## config.mk

```make
export PLATFORM = sky130hd
export DESIGN_NAME = cache_mem_arbiter
export DESIGN_NICKNAME = d
export VERILOG_FILES = /design/src/rtl/cache_mem_arbiter.sv
export SDC_FILE = /design/constraint.sdc
export NUM_CORES = 1
export LEC_CHECK = 0
export BUFFER_PORTS_ARGS = -buffer_cell sky130_fd_sc_hd__buf_4
export CORE_AREA = 2 2 129 131
export DETAILED_ROUTE_END_ITERATION = 8
export DIE_AREA = 0 0 131 133
export PLACE_DENSITY = 0.48
export RECOVER_POWER = 25
export SETUP_SLACK_MARGIN = 0.1
export SLEW_MARGIN = 25
export SYNTH_ARGS = -nofsm -noshare
export SYNTH_HDL_FRONTEND = slang
export SYNTH_SLANG_ARGS = --single-unit
export TNS_END_PERCENT = 50
```

## constraint.sdc

```tcl
create_clock -name clk -period 6.2 [get_ports clk]
set_input_delay 1.55 -clock clk [delete_from_list [all_inputs] [get_ports clk]]
set_output_delay 1.55 -clock clk [all_outputs]
set_load 0.01 [all_outputs]
```

## src/rtl/cache_mem_arbiter.sv

```systemverilog
// Shares one memory bus between I-cache reads and D-cache reads/writebacks, one whole line per grant.
// Optional macro ARB_ROUND_ROBIN_EN: alternate simultaneous requests; otherwise the D-cache wins ties.
module cache_mem_arbiter #(
  parameter int WORDSIZE = 64,
  parameter int BEATS    = 8
) (
  input  logic                clk,
  input  logic                reset,
  input  logic                i_reqcyc,
  input  logic [WORDSIZE-1:0] i_req,
  output logic                i_reqack,
  output logic                i_respcyc,
  input  logic                i_respack,
  input  logic                d_reqcyc,
  input  logic [WORDSIZE-1:0] d_req,
  input  logic                d_we,
  output logic                d_reqack,
  output logic                d_respcyc,
  input  logic                d_respack,
  output logic [WORDSIZE-1:0] resp,
  output logic                m_reqcyc,
  output logic [WORDSIZE-1:0] m_req,
  output logic                m_we,
  input  logic                m_reqack,
  input  logic                m_respcyc,
  input  logic [WORDSIZE-1:0] m_resp,
  output logic                m_respack
);
  localparam int CW = $clog2(BEATS + 2);
  localparam logic [CW-1:0] LAST = CW'(BEATS);

  typedef enum logic [1:0] {S_IDLE, S_REQ, S_RESP} state_e;

  state_e        state_q, state_d;
  logic          owner_q, owner_d;
  logic          we_q, we_d;
  logic [CW-1:0] cnt_q, cnt_d;
  logic          own_reqcyc, own_respack, req_fire, resp_fire, pick_d, txn_done;

`ifdef ARB_ROUND_ROBIN_EN
  logic last_grant_q, last_grant_d;
  // On a tie the requester that did not win last time gets the bus.
  assign pick_d = d_reqcyc && (!i_reqcyc || !last_grant_q);
`else
  assign pick_d = d_reqcyc;
`endif

  assign own_reqcyc  = owner_q ? d_reqcyc  : i_reqcyc;
  assign own_respack = owner_q ? d_respack : i_respack;
  assign req_fire    = (state_q == S_REQ)  && own_reqcyc && m_reqack;
  assign resp_fire   = (state_q == S_RESP) && m_respcyc  && own_respack;
  // cnt_q counts beats already moved this grant (address included), so the beat seen at LAST closes it.
  assign txn_done    = (cnt_q == LAST) && (resp_fire || (req_fire && we_q));

  always_comb begin
    state_d = state_q;
    owner_d = owner_q;
    we_d    = we_q;
    cnt_d   = cnt_q;
`ifdef ARB_ROUND_ROBIN_EN
    last_grant_d = last_grant_q;
    if (txn_done) last_grant_d = owner_q;
`endif
    unique case (state_q)
      S_IDLE: begin
        if (i_reqcyc || d_reqcyc) begin
          state_d = S_REQ;
          owner_d = pick_d;
          we_d    = pick_d && d_we;
          cnt_d   = '0;
        end
      end
      S_REQ: begin
        if (req_fire) begin
          cnt_d = cnt_q + 1'b1;
          if (!we_q)         state_d = S_RESP;
          else if (txn_done) state_d = S_IDLE;
        end
      end
      S_RESP: begin
        if (resp_fire) begin
          cnt_d = cnt_q + 1'b1;
          if (txn_done) state_d = S_IDLE;
        end
      end
      default: state_d = S_IDLE;
    endcase
  end

  always_ff @(posedge clk) begin
    if (reset) begin
      state_q <= S_IDLE;
      owner_q <= 1'b0;
      we_q    <= 1'b0;
      cnt_q   <= '0;
`ifdef ARB_ROUND_ROBIN_EN
      last_grant_q <= 1'b1;
`endif
    end else begin
      state_q <= state_d;
      owner_q <= owner_d;
      we_q    <= we_d;
      cnt_q   <= cnt_d;
`ifdef ARB_ROUND_ROBIN_EN
      last_grant_q <= last_grant_d;
`endif
    end
  end

  assign resp = m_resp;

  always_comb begin
    i_reqack  = 1'b0;
    i_respcyc = 1'b0;
    d_reqack  = 1'b0;
    d_respcyc = 1'b0;
    m_reqcyc  = 1'b0;
    m_req     = '0;
    m_we      = 1'b0;
    m_respack = 1'b0;
    unique case (state_q)
      S_REQ: begin
        m_reqcyc = own_reqcyc;
        m_req    = owner_q ? d_req : i_req;
        m_we     = we_q;
        if (owner_q) d_reqack = m_reqack;
        else         i_reqack = m_reqack;
      end
      S_RESP: begin
        m_respack = own_respack;
        if (owner_q) d_respcyc = m_respcyc;
        else         i_respcyc = m_respcyc;
      end
      default: ;
    endcase
  end
endmodule

```

==> metrics.txt <==
status complete, but fails checks; failing checks capacitance limit, slew limit; CTS tree done; drt wl/cell 13.6 microns; critical path cell sequence clkbuf_4 -> mux2i_1 -> o21a_1 -> a2111oi_0 -> o21ai_0 -> a32o_1; row cnt 47; mapped cell area 2030 sq um; Worst Path Required 6.32 ns; Arr. time, crit path 4.18 ns; GR Overflow Total 0; WS Path Type in2reg; EDFF count, synth 0; most common cell after layout, fill and taps aside buf_4; die height 133 microns; Die ar. 17400 sq um; clock skew 0.00267 ns; worst skew pair latency 0.24 ns; Mapped Nets 488; htree depth 1; Leak 1.64 nW; top fanout value on the critical path 8; asr flop ratio synth 0; initial antenna violation count 0; critical path startpoint category input pin; # setup viols final 0; # DRC 0; CTS sink count 8; clk buf depth 2; Post-synth top flop dfxtp_1; hold crit path type reg2reg; dpl hpwl 7150 microns; Slew headroom -0.269; GPL Wtd Cong 0.768; setup_tns 0 ns; # fillers 1822; final period utilization 0.654; Fin Hold WS 0.538 ns; Final Hold Fails 0; Worst-path clk slew 0.04 ns; Pwr Density 260 nW/um^2; most frequent cells in the layout buf_4 (206), nor2_1 (71), mux2i_1 (66), inv_1 (7), dfxtp_1 (7); synthesized flop and latch total 8; GRT Total Usage 0.0808; worst-path cell with the longest stage delay a2111oi_0; Iter 0 DRT Violations 80; Post-Synthesis Cells 281; Routed Antenna Nets 0; CP Capture Type flop; DRT Pass-1 Iters 4; max incr delay on CP 1.51 ns; area delta synth->final 66.5%; Vias/cell 3.70; Std-Cell Core Area 16200 sq um; Max Slew Vio Count 9; postcts setup bufs 0; # Max-Cap Violations 1; worst-margin pin slew 1.86 ns; first-pass GRT wire length 11100 microns; syn avg cell area 7.21 sq um; RSZ-0062 raised after global routing no; CTS resizes 0; Port Buffer Count 207; Num CTS Buffers 3; number of synthesis warnings 0; final WL 8590 microns; largest net degree at the start of global routing 67; Max VDD drop 0.000177 V; Layout Nets 620; total number of vias 2337; antenna fix cells 0; share of the yosys chip area belonging to registers 0.0790; Die W 131 microns; FMAX 246 MHz; Synth cell types 35; root buffer selected by CTS clkbuf_16; number of hold buffers added after cts 0; share of post-route cells with drive strength above 1 0.517; Tmin final 4.06 ns; IO Pins 336; vias in the first global route 2119; initial core utilization 0.125
worst paths after layout:
path	startpoint	end	slack, ns	cells after the start
hold reg to reg	cnt_q[1]	cnt_q[1]	0.54	2
setup / recovery	d_respack	cnt_q[2]	2.14	6
setup reg to reg	owner_q	cnt_q[2]	2.65	5
hold / removal	cnt_q[1]	cnt_q[1]	0.54	2
area by class of cell:
cell class	instances	area, sq um	area share
flip-flops and latches	8	164	0.0486
repair buffers	208	1560	0.461
well taps	220	275	0.0815
multi-input cells	184	1270	0.375
clock buffers	4	78.8	0.0234
inverters	8	32.5	0.00964
report_power, final:
group          switching [mW]  internal, mW  total, mW
clock                  0.0295        0.0860      0.116
combinational           0.339         0.329      0.668
sequential             0.0322        0.0623     0.0944
sequential cells by signal, indices dropped and copies added, names as in the netlist:
name	cells
owner_q	1
cnt_q	4
state_q	2
we_q	1
cell families (layout without fill, tap and decap cells):
group,Yosys count,count (layout),synth area share
compound gates,20,20,0.0802
fa+ha+maj,6,6,0.0370
buf+inv,89,220,0.286
flops,8,8,0.0790
mux,66,66,0.326
simple gates,92,92,0.191
synthesized netlist by cell type (2+ instances only):
master,number,share of area
a21oi_1,2,0.0049
and3_1,2,0.0062
buf_1,9,0.017
buf_2,2,0.0049
buf_4,65,0.24
clkbuf_1,5,0.0093
dfxtp_1,8,0.079
ha_1,6,0.037
inv_1,8,0.015
mux2i_1,66,0.33
nand2_1,6,0.011
nand3_1,4,0.0099
nand4_1,2,0.0062
nor2_1,71,0.13
o21ai_0,3,0.0074
o22ai_1,2,0.0062
o31ai_1,2,0.0074
routing by layer:
metal | share of wire | up-vias | global-route usage
li1 | - | 1144 | -
met1 | 0.33 | 1037 | 0.0770
met2 | 0.54 | 151 | 0.167
met3 | 0.12 | 5 | 0.0206
met4 | 0.0083 | 0 | 0.0165
met5 | 0 | - | 0
metrics by stage:
stage | cells | worst slack (ns) | cell area [sq um] | util | total power, mW
global placement | 628 | 2.36 | 3320 | 0.205 | 0.769
finish | 632 | 2.14 | 3380 | 0.209 | 0.878
global route | 632 | 1.84 | 3380 | 0.209 | 0.945
CTS | 632 | 2.35 | 3400 | 0.210 | 0.897
detailed placement | 628 | 2.35 | 3320 | 0.205 | 0.778
floorplan | 281 | 2.76 | 2030 | - | 0.494
worst max-delay path: cells and delay by family:
family                 cells  cell delay (ns)
AOI/OAI and AO/OA          4             2.39
buffers and inverters      1             0.10
muxes                      1             0.15
(Power assumes the default switching activity.)
